--- src/rtl/mem_arbiter_pkg.sv ---
// Shared LC-3b types used by the memory arbiter: default-width data types,
// arbiter FSM states and arbitration modes.
package lc3b_types;

    typedef logic [15:0] lc3b_word;
    typedef logic [1:0]  lc3b_mem_wmask;

    typedef enum logic [1:0] {
        IDLE = 2'd0,
        BUSY = 2'd1,
        DONE = 2'd2
    } lc3b_arb_state;

    typedef enum logic {
        ARB_RR    = 1'b0,
        ARB_FIXED = 1'b1
    } lc3b_arb_mode;

endpackage

--- src/rtl/mem_arbiter_grant.sv ---
// Combinational next-grant picker: round-robin starting after last_grant,
// or fixed priority with port 0 highest.
module rr_grant_select
    import lc3b_types::*;
#(
    parameter int NUM_PORTS = 2
) (
    input  logic [NUM_PORTS-1:0]         request,
    input  logic [$clog2(NUM_PORTS)-1:0] last_grant,
    input  lc3b_arb_mode                 mode,
    output logic [$clog2(NUM_PORTS)-1:0] grant,
    output logic                         valid
);

    localparam int GRANT_W = $clog2(NUM_PORTS);

    logic [GRANT_W-1:0] idx;

    // NOTE: every combinational output gets a default before any branch so
    // no path leaves it unassigned, which would otherwise infer a latch.
    always_comb begin
        grant = '0;
        valid = 1'b0;
        idx   = '0;
        if (mode == ARB_FIXED) begin
            // Scanning high-to-low lets the lowest requester overwrite last.
            for (int i = NUM_PORTS - 1; i >= 0; i--) begin
                if (request[GRANT_W'(i)]) begin
                    grant = GRANT_W'(i);
                    valid = 1'b1;
                end
            end
        end else begin
            // Farthest offset first, so the nearest port after last_grant wins.
            for (int k = NUM_PORTS; k >= 1; k--) begin
                idx = GRANT_W'((int'(last_grant) + k) % NUM_PORTS);
                if (request[idx]) begin
                    grant = idx;
                    valid = 1'b1;
                end
            end
        end
    end

endmodule

--- src/rtl/mem_arbiter.sv ---
// Multi-port memory arbiter: grants one requester at a time, holds the
// latched request on the memory side until mem_resp, then pulses port_resp.
module mem_arbiter
    import lc3b_types::*;
#(
    parameter int           NUM_PORTS  = 2,
    parameter int           ADDR_WIDTH = 16,
    parameter int           DATA_WIDTH = 16,
    parameter lc3b_arb_mode ARB_MODE   = ARB_RR
) (
    input  logic                                 clk,
    input  logic                                 reset,
    input  logic [NUM_PORTS-1:0]                 port_read,
    input  logic [NUM_PORTS-1:0]                 port_write,
    input  logic [NUM_PORTS*ADDR_WIDTH-1:0]      port_address,
    input  logic [NUM_PORTS*DATA_WIDTH-1:0]      port_wdata,
    input  logic [NUM_PORTS*(DATA_WIDTH/8)-1:0]  port_byte_enable,
    output logic [NUM_PORTS-1:0]                 port_resp,
    output logic [DATA_WIDTH-1:0]                port_rdata,
    output logic                                 mem_read,
    output logic                                 mem_write,
    output logic [ADDR_WIDTH-1:0]                mem_address,
    output logic [DATA_WIDTH-1:0]                mem_wdata,
    output logic [DATA_WIDTH/8-1:0]              mem_byte_enable,
    input  logic                                 mem_resp,
    input  logic [DATA_WIDTH-1:0]                mem_rdata,
    output logic [$clog2(NUM_PORTS)-1:0]         grant_id
);

    localparam int GRANT_W  = $clog2(NUM_PORTS);
    localparam int BE_WIDTH = DATA_WIDTH / 8;

    lc3b_arb_state        state;
    logic [GRANT_W-1:0]   last_grant;
    logic                 op_write_q;

    logic [GRANT_W-1:0]   sel_grant;
    logic                 sel_valid;
    logic                 sel_write;
    logic [ADDR_WIDTH-1:0] sel_addr;
    logic [DATA_WIDTH-1:0] sel_wdata;
    logic [BE_WIDTH-1:0]  sel_be;

    rr_grant_select #(
        .NUM_PORTS (NUM_PORTS)
    ) u_grant_select (
        .request    (port_read | port_write),
        .last_grant (last_grant),
        .mode       (ARB_MODE),
        .grant      (sel_grant),
        .valid      (sel_valid)
    );

    // A port raising read and write together is served as a write.
    always_comb begin
        sel_write = 1'b0;
        sel_addr  = '0;
        sel_wdata = '0;
        sel_be    = '0;
        for (int i = 0; i < NUM_PORTS; i++) begin
            if (sel_grant == GRANT_W'(i)) begin
                sel_write = port_write[i];
                sel_addr  = port_address[i*ADDR_WIDTH +: ADDR_WIDTH];
                sel_wdata = port_wdata[i*DATA_WIDTH +: DATA_WIDTH];
                sel_be    = port_byte_enable[i*BE_WIDTH +: BE_WIDTH];
            end
        end
    end

    // NOTE: state registers use non-blocking assignments so every flop
    // samples pre-edge values, independent of statement order.
    always_ff @(posedge clk) begin
        if (reset) begin
            state           <= IDLE;
            last_grant      <= GRANT_W'(NUM_PORTS - 1);
            grant_id        <= '0;
            op_write_q      <= 1'b0;
            mem_address     <= '0;
            mem_wdata       <= '0;
            mem_byte_enable <= '0;
            port_rdata      <= '0;
        end else begin
            case (state)
                IDLE: begin
                    if (sel_valid) begin
                        grant_id        <= sel_grant;
                        last_grant      <= sel_grant;
                        op_write_q      <= sel_write;
                        mem_address     <= sel_addr;
                        mem_wdata       <= sel_wdata;
                        mem_byte_enable <= sel_be;
                        state           <= BUSY;
                    end
                end
                BUSY: begin
                    if (mem_resp) begin
                        if (!op_write_q) begin
                            port_rdata <= mem_rdata;
                        end
                        state <= DONE;
                    end
                end
                DONE:    state <= IDLE;
                default: state <= IDLE;
            endcase
        end
    end

    // Strobes exist only in BUSY, so they drop on the edge that leaves it.
    assign mem_read  = (state == BUSY) && !op_write_q;
    assign mem_write = (state == BUSY) &&  op_write_q;

    always_comb begin
        port_resp = '0;
        if (state == DONE) begin
            port_resp[grant_id] = 1'b1;
        end
    end

endmodule

--- config.mk ---
export PLATFORM = sky130hd
export DESIGN_NAME = mem_arbiter
export DESIGN_NICKNAME = d
export VERILOG_FILES = /design/src/rtl/mem_arbiter_pkg.sv /design/src/rtl/mem_arbiter_grant.sv /design/src/rtl/mem_arbiter.sv
export SDC_FILE = /design/constraint.sdc
export NUM_CORES = 1
export LEC_CHECK = 0
export CAP_MARGIN = 20
export CORE_ASPECT_RATIO = 1.4
export CORE_MARGIN = 1
export CORE_UTILIZATION = 56
export CTS_CLUSTER_SIZE = 12
export DETAILED_ROUTE_END_ITERATION = 8
export DONT_BUFFER_PORTS = 1
export PLACE_DENSITY = 0.7
export SYNTH_ARGS = -nofsm -noshare
export SYNTH_HDL_FRONTEND = slang
export SYNTH_SLANG_ARGS = --single-unit
--- constraint.sdc ---
create_clock -name clk -period 2 [get_ports clk]
set_input_delay 0.4 -clock clk [delete_from_list [all_inputs] [get_ports clk]]
set_output_delay 0.4 -clock clk [all_outputs]
set_load 0.005 [all_outputs]
* After elaboration in Yosys (flattened, before gate mapping)
Index checks and enable logic that the tools add are counted.
** Word-level totals
- Input bits :: 91
- Word-level logic and storage cells :: 46
- Output and inout bits :: 55
- Register bits after elaboration :: 55
** Cells by class
- Bitwise gates (word level) :: 2
- Reductions and logical operators :: 8
- Add/subtract/negate cells :: 2
- Magnitude comparators :: 4
- Mux-type cells :: 18
- Eq/ne operators :: 4
** Operators by type and width (number)
- 16-bit 2-to-1 mux :: 2
- 1-bit 2-to-1 mux :: 10
- 2-bit 2-to-1 mux :: 4
- 1-bit by 2-bit < comparator with 1-bit output (second input constant) :: 3
- 2-bit != test (second input constant) :: 2
- 2-bit one-hot mux with 2 select lines :: 1
- 2-bit AND reduction :: 2
- 1-bit logical AND :: 3
- 3-bit AND reduction :: 1
- 1-bit adder (second input constant) :: 2
- 2-bit by 1-bit equality test with 1-bit output (second input constant) :: 1
- 2-bit equality test (second input constant) :: 1
- 2-bit logical NOT :: 1
- 2-bit bitwise OR :: 1
- 1-bit demux with 1-bit select :: 1
- 1-bit >= comparator (second input constant) :: 1
- 1-bit logical NOT :: 1
- 1-bit inverter :: 1

* Longest topological paths before layout
- Depth in word-level cells :: 7
- Mapped depth :: 5
- Depth with buffers taken out :: 3

* By module
From an unflattened synthesis, not the netlist that was laid out.
** Unflattened totals
- Cell total of the unflattened synthesis :: 254
- Area total of the unflattened synthesis :: 2751.4 µm²
** By module, submodules not included
- mem_arbiter :: area an instance 2733.9 µm², seq. area each 1101.1 µm², times used 1, cells each 251
- rr_grant_select :: area an instance 17.5 µm², seq. area each 0.0 µm², times used 1, cells each 3

* Worst setup path before layout
No wires, ideal clock.
- Kind :: input-to-reg
- From :: input port_write[0]
- To :: register mem_wdata[0]
- Data arrival time :: 1.391 ns
- Stages :: 5
- Setup time :: 0.138 ns
- Slack :: 0.471 ns
- Cell sequence :: or4_1 > buf_2 > buf_6 > a21oi_1 > a311oi_1
** On the way
- Longest elaborated chain between the ends :: 6
** Ends and longest elaborated chain
- start: declaration :: line mem_arbiter.sv:14 : input logic [NUM_PORTS-1:0] port_write,
- 2-bit bitwise OR (*) :: line mem_arbiter.sv:47 : .request (port_read | port_write),
- 1-bit 2-to-1 mux (implied by the code) (2 in a row) :: line mem_arbiter_grant.sv:37 : if (request[idx]) begin
- 1-bit 2-to-1 mux (2 in a row) :: line mem_arbiter_grant.sv:37
- 16-bit 2-to-1 mux / 2-bit AND reduction (equally long branches)
- end signal: assignment :: line mem_arbiter.sv:90 : mem_wdata <= sel_wdata;
- end: declaration :: line mem_arbiter.sv:23 : output logic [DATA_WIDTH-1:0] mem_wdata,
Every way passes the cells marked *; elsewhere a longest branch is shown, timed or not. The select of a mux whose other input is x is not followed.
A chain may end at the register's enable or synchronous reset.

* Worst setup path after layout
- From :: register state[0]
- To :: output mem_read
** On the way
- Longest elaborated chain between the ends :: 2
** Ends and longest elaborated chain
- start: declaration :: line mem_arbiter.sv:33 : lc3b_arb_state state;
- start signal: assignment :: line mem_arbiter.sv:74 : state <= IDLE;
- start signal: assignment :: line mem_arbiter.sv:92 : state <= BUSY;
- start signal: assignment :: line mem_arbiter.sv:100 : state <= DONE;
- 2-bit by 1-bit equality test with 1-bit output :: line mem_arbiter.sv:110 : assign mem_read = (state == BUSY) && !op_write_q;
- 1-bit logical AND :: line mem_arbiter.sv:110
- end: declaration :: line mem_arbiter.sv:20 : output logic mem_read,
Every way passes these cells.

==> summary.md <==
| Metric | Value |
|---|---|
| Endpoint class of the critical path | `primary output` |
| Fmax | `0.619 GHz` |
| Reg-to-reg slack, setup | `0.45 ns` |
| Via count | `2286` |
| Most common library cells after synthesis | `dfxtp_1, a21oi_1, o21ai_0, nand2_1, nand3_1` |
| Die Wd | `58.5 um` |
| Tmin final | `1.62 ns` |
| Vias per cell | `6.57` |
| Clk Latency, worst-skew pair | `0.30 ns` |
| Num CTS Buffers | `5` |
| Max_cap viols | `0` |
| DR pass1 iterations | `4` |
| Hold path start | `reset` |
| Root Buffer | `clkbuf_8` |
| Final non-filler cell total | `348` |
| I/O pin count | `146` |
| Placed instance area | `2490 um2` |
| CTS tree | `done` |
| DRT iter0 DRCs | `152` |
| Crit-path cells | `nor2b_1 > nor2b_1` |
| Die Ht | `81.1 um` |
| Element type at the critical path start | `register` |
| Hold_ws | `0.156 ns` |
| Vias in the first global route | `1943` |
| GRT busiest layer | `met2` |
| CP peak stage delay | `0.44 ns` |
| Htree depth | `2` |
| Final wirelength | `6.33 mm` |
| Antenna Cells | `0` |
| P&R area growth vs syn | `2.95%` |
| WHS Path Cells | `1` |
| Required time worst endpoint | `1.60 ns` |
| Core Box Area | `4270 um2` |
| Clock sinks | `55` |
| Reg-to-Reg Start | `last_grant` |
| Sequential-to-total area share from yosys stat | `0.440` |
| Post-Syn Area per Cell | `8.29 um2` |
| Syn Inst Count | `302` |
| First-pass GRT wire length | `9.36 mm` |
| # rows | `28` |
| GR Util met3 | `0.0717` |
| RSZ-0062 raised after global routing | `no` |
| Worst Tran Pin Value | `0.701 ns` |
| Total power | `2.35 mW` |
| CP Max Fanout | `7` |
| Layout Utilization | `0.603` |
| Final slew viol count | `0` |
| Total gr overflow | `0` |
| Final nets | `379` |
| Cells after DPL | `341` |
| Final setup viols | `0` |
| Global placement routability congestion | `0.728` |
| Crit-path leading delay family | `simple AND/OR/NAND/NOR gates` |
| Final Cell Area | `2580 um2` |
| Proportion of netlist area held by the largest area contributor | `0.440` |
| Post-Route Skew | `0.00522 ns` |
| Async SR Flop Fraction | `0` |
| Pre-CTS setup slack | `0.348 ns` |
| Synth area leader | `dfxtp_1` |
| Synth unique cells | `29` |
| # fillers | `418` |
| Post-DRT Antenna Nets | `0` |
| Layout cell share with drive strength beyond 1 | `0.104` |
| Top cells by area, synth | `dfxtp_1, a311oi_1, a21oi_1` |
| Mapped Nets | `393` |
| Seq cells post-synth | `55` |
| Post-CTS Setup Bufs | `0` |
| Met1 usage | `0.300` |
| Slew headroom | `0.533` |
| Final period util | `0.808` |
| Final hold vios | `0` |
| Hold Path Sink | `mem_wdata[3]` |
| Status | `completed` |
| Leakage | `0.850 nW` |
| DR WL/cell | `18.2 um` |
| Hold-fix buffers, CTS | `0` |
| Post-Syn Area | `2500 um2` |
| Total number of yosys warnings | `0` |
| Count leader, synth | `dfxtp_1` |
| Slowest cell on the critical path | `dfxtp_1` |
| Drc violations | `0` |
| Most frequent CP cell | `nor2b_1` |
| Prevailing post-synth register cell | `dfxtp_1` |
| Reg2Reg Depth | `4` |
| Total Routing Usage GR | `0.253` |
| Largest net degree at the start of global routing | `56` |
| Critical path buffers and inverters | `0` |
| Clock transition at path regs | `0.09 ns` |
| Fin worst setup slack | `0.383 ns` |
| CP Class | `reg -> out` |
| Bufs on Longest Clock Path | `2` |
| Arrival @ worst endpoint | `1.22 ns` |
| Initial antenna violation count | `0` |
| Pwr dens | `911 nW/um2` |
| Starting Density | `0.586` |
| Post_cts resized | `0` |
| Post-DP HPWL | `4.23 mm` |
| I/O Buffers | `0` |
| Maximum VDD drop | `0.449 mV` |
| FF-to-FF End | `mem_wdata[8]` |
| Setup TNS | `0 ns` |
| Met2 usage | `0.430` |
| HP Class | `in -> reg` |
| Post-synth EDFFs | `0` |
| Die area | `4750 um2` |
-- logic make-up (layout without fill, tap and decap cells) --
group | Yosys count | in the layout | synth area share
compound gates | 127 | 127 | 0.317
buf+inv | 33 | 19 | 0.0749
flops | 55 | 55 | 0.440
simple gates | 87 | 87 | 0.169
-- final cells by class --
cell class                 instances  area (um2)  area share
multi-input combinational        214        1220       0.475
sequential                        55        1100       0.427
tap                               60        75.1      0.0291
clock inverter                     1        5.00     0.00194
clock buffer                       6        82.6      0.0320
timing repair buffer              12        90.1      0.0349
-- metal layers --
layer  wire (um)  share of wire
met5           0              0
met3         509          0.080
met2        3330           0.53
met4          74          0.012
met1        2410           0.38
-- layout by cell type (no fill, tap or decap), drive strengths merged --
cell and count:
dfxtp 55, a21oi 53, o21ai 38, nand3 35
nand2 35, a311oi 35, buf 12, clkbuf 6
nor2 4, nor2b 2, or2 2, nor3b 1
and2 1, and3b 1, o21a 1, nor4 1
or4 1, nand2b 1, nor4bb 1, nand4bb 1
nand3b 1, clkinv 1
-- power by group --
part           internal, mW  total (mW)  switching (mW)
combinational         0.169       0.420           0.251
clock                 0.273       0.618           0.346
sequential             1.21        1.31          0.0979
total                  1.65        2.35           0.695
-- worst max path at each step --
stage | startpoint | to | cells after the start | slack [ns]
after global placement | port_write[0] | mem_address[11] | 4 | 0.48
after detailed placement | port_write[0] | mem_wdata[8] | 4 | 0.35
final | state[0] | mem_read | 2 | 0.38
after global routing | state[0] | mem_read | 2 | 0.23
after CTS | state[0] | mem_read | 2 | 0.37
after floorplan | port_write[0] | mem_wdata[0] | 5 | 0.47
-- sequential cells by signal, summed over array words and instances, names as in the netlist --
name / flops
mem_byte_enable: 2
mem_wdata: 16
last_grant: 1
state: 2
mem_address: 16
op_write_q: 1
port_rdata: 16
grant_id: 1
Note: power is estimated with default switching activity, not from simulation.
==> edit, RTL diff (same settings) <==
Reset style: asynchronous (`reset`), changed in one clocked block.
--- a/src/rtl/mem_arbiter.sv
+++ b/src/rtl/mem_arbiter.sv
@@ -70,5 +70,5 @@
     // NOTE: state registers use non-blocking assignments so every flop
     // samples pre-edge values, independent of statement order.
-    always_ff @(posedge clk) begin
+    always_ff @(posedge clk or posedge reset) begin
         if (reset) begin
             state           <= IDLE;
Behaviour: differs if reset is asserted again (counterexample within 4 cycles, from zero or initial values and one cycle with reset high); with reset held inactive, the same outputs for 4 cycles.
==> edit against the original RTL <==
  * The run now ends with negative hold slack left
  * Final area increased by 10%
  * Sequential cell count stayed put
  * Final cell count down 11%
  * Routed wire length is 8.6% lower
  * Synthesized area rose by 5.9%
  * Die area is 5.8% higher
  * Count of clock-buffer cells in the layout unchanged
  * Worst hold slack lost 0.16 ns
  * Clock skew shrank 0.0024 ns
  * Global-route usage down 1.5 points
  * Worst setup slack better by 0.13 ns
  * Highest routed layer unchanged
Power is not compared: it rests on default switching activity, and its combinational part moved more than twofold at a synthesized area within 25%.
==> edit: results (changes against the original RTL) <==
Layout
  – Nets: 338 (-11%)
  – Layout cells sized above 1: 16.53% (+6.1 points)
  – Fraction of area in registers: 48.40% (+5.7 points)
  – Clock-cell share: 4.659% (+1.3 points)
  – Multi-input gates: 173 (-19%)
  – Multi-input logic portion of the cell area: 40.44% (-7.1 points)

Timing
  – Clock Skews: 0.002824 ns (-0.002397 ns)
  – Worst hold slack: -0.008294 ns (-0.1638 ns)
  – Final Hold Fails: 22 (+22)

Synth
  – Area contributors post-synth: dfrtp_1, nand3b_1, a31oi_1, mux2_2, a21oi_1
  – Synth top cells by count: dfrtp_1, a21oi_1, a31oi_1, nand3b_1, o21ai_0

Place
  – Detail Placement HPWL: 4034 um (-4.6%)
  – Placed standard-cell area: 2714 um^2 (+8.9%)
  – Placed cells: 302 (-11%)

Outcome
  – Failing checks: negative hold slack
  – Outcome: finished, violations left

Detailed routing
  – Met1 wire length: 2024 um (-16%)
  – Via/cell ratio: 6.394 (-2.7%)
  – DR WL met3: 576 um (+13%)
  – Drt first-iter violations: 69 (-55%)
  – Final wirelength: 5781 um (-8.6%)

GRT
  – Met3 usage: 6.822% (-0.34 points)
  – Aggregate global-route resource usage: 23.80% (-1.5 points)
  – M1 GR Usage: 25.08% (-4.9 points)

Floorplan
  – Chip width: 60.18 um (+2.8%)

Worst setup path
  – RR Startpoint: state[1]
  – Worst R2R Setup Slack: 0.52 ns (+0.07 ns)

Hold path
  – Hold Path Class: input port to asynchronous set/reset pin
edit: worst max path at each step:
stage                       start       endpoint  slack (ns)  depth (start not counted)
global placement    port_write[0]       grant_id        0.29                          3
finish                   state[1]       mem_read        0.51                          2
detailed placement  port_write[0]       grant_id        0.28                          3
global route             state[1]  port_rdata[0]        0.43                          4
CTS                      state[1]      mem_write        0.50                          2
floorplan           port_write[0]       grant_id        0.24                          5
edit: critical path: stages (launching register included):
cell      delay [ns]
dfrtp_1         0.43
nand2b_1        0.20
nor2_1          0.16
edit: logic make-up (layout without fill, tap and decap cells):
kind of cell	after synthesis	after routing	synth area share, %
simple gates	47	47	12.49
buf+inv	28	20	5.233
flops	55	55	51.91
compound gates	107	107	22.21
mux	19	19	8.156
edit: power by group:
part,internal [uW],switching [uW],total (uW)
Combinational,669,827,1500
Sequential,1700,460,2160
Clock,500,345,846
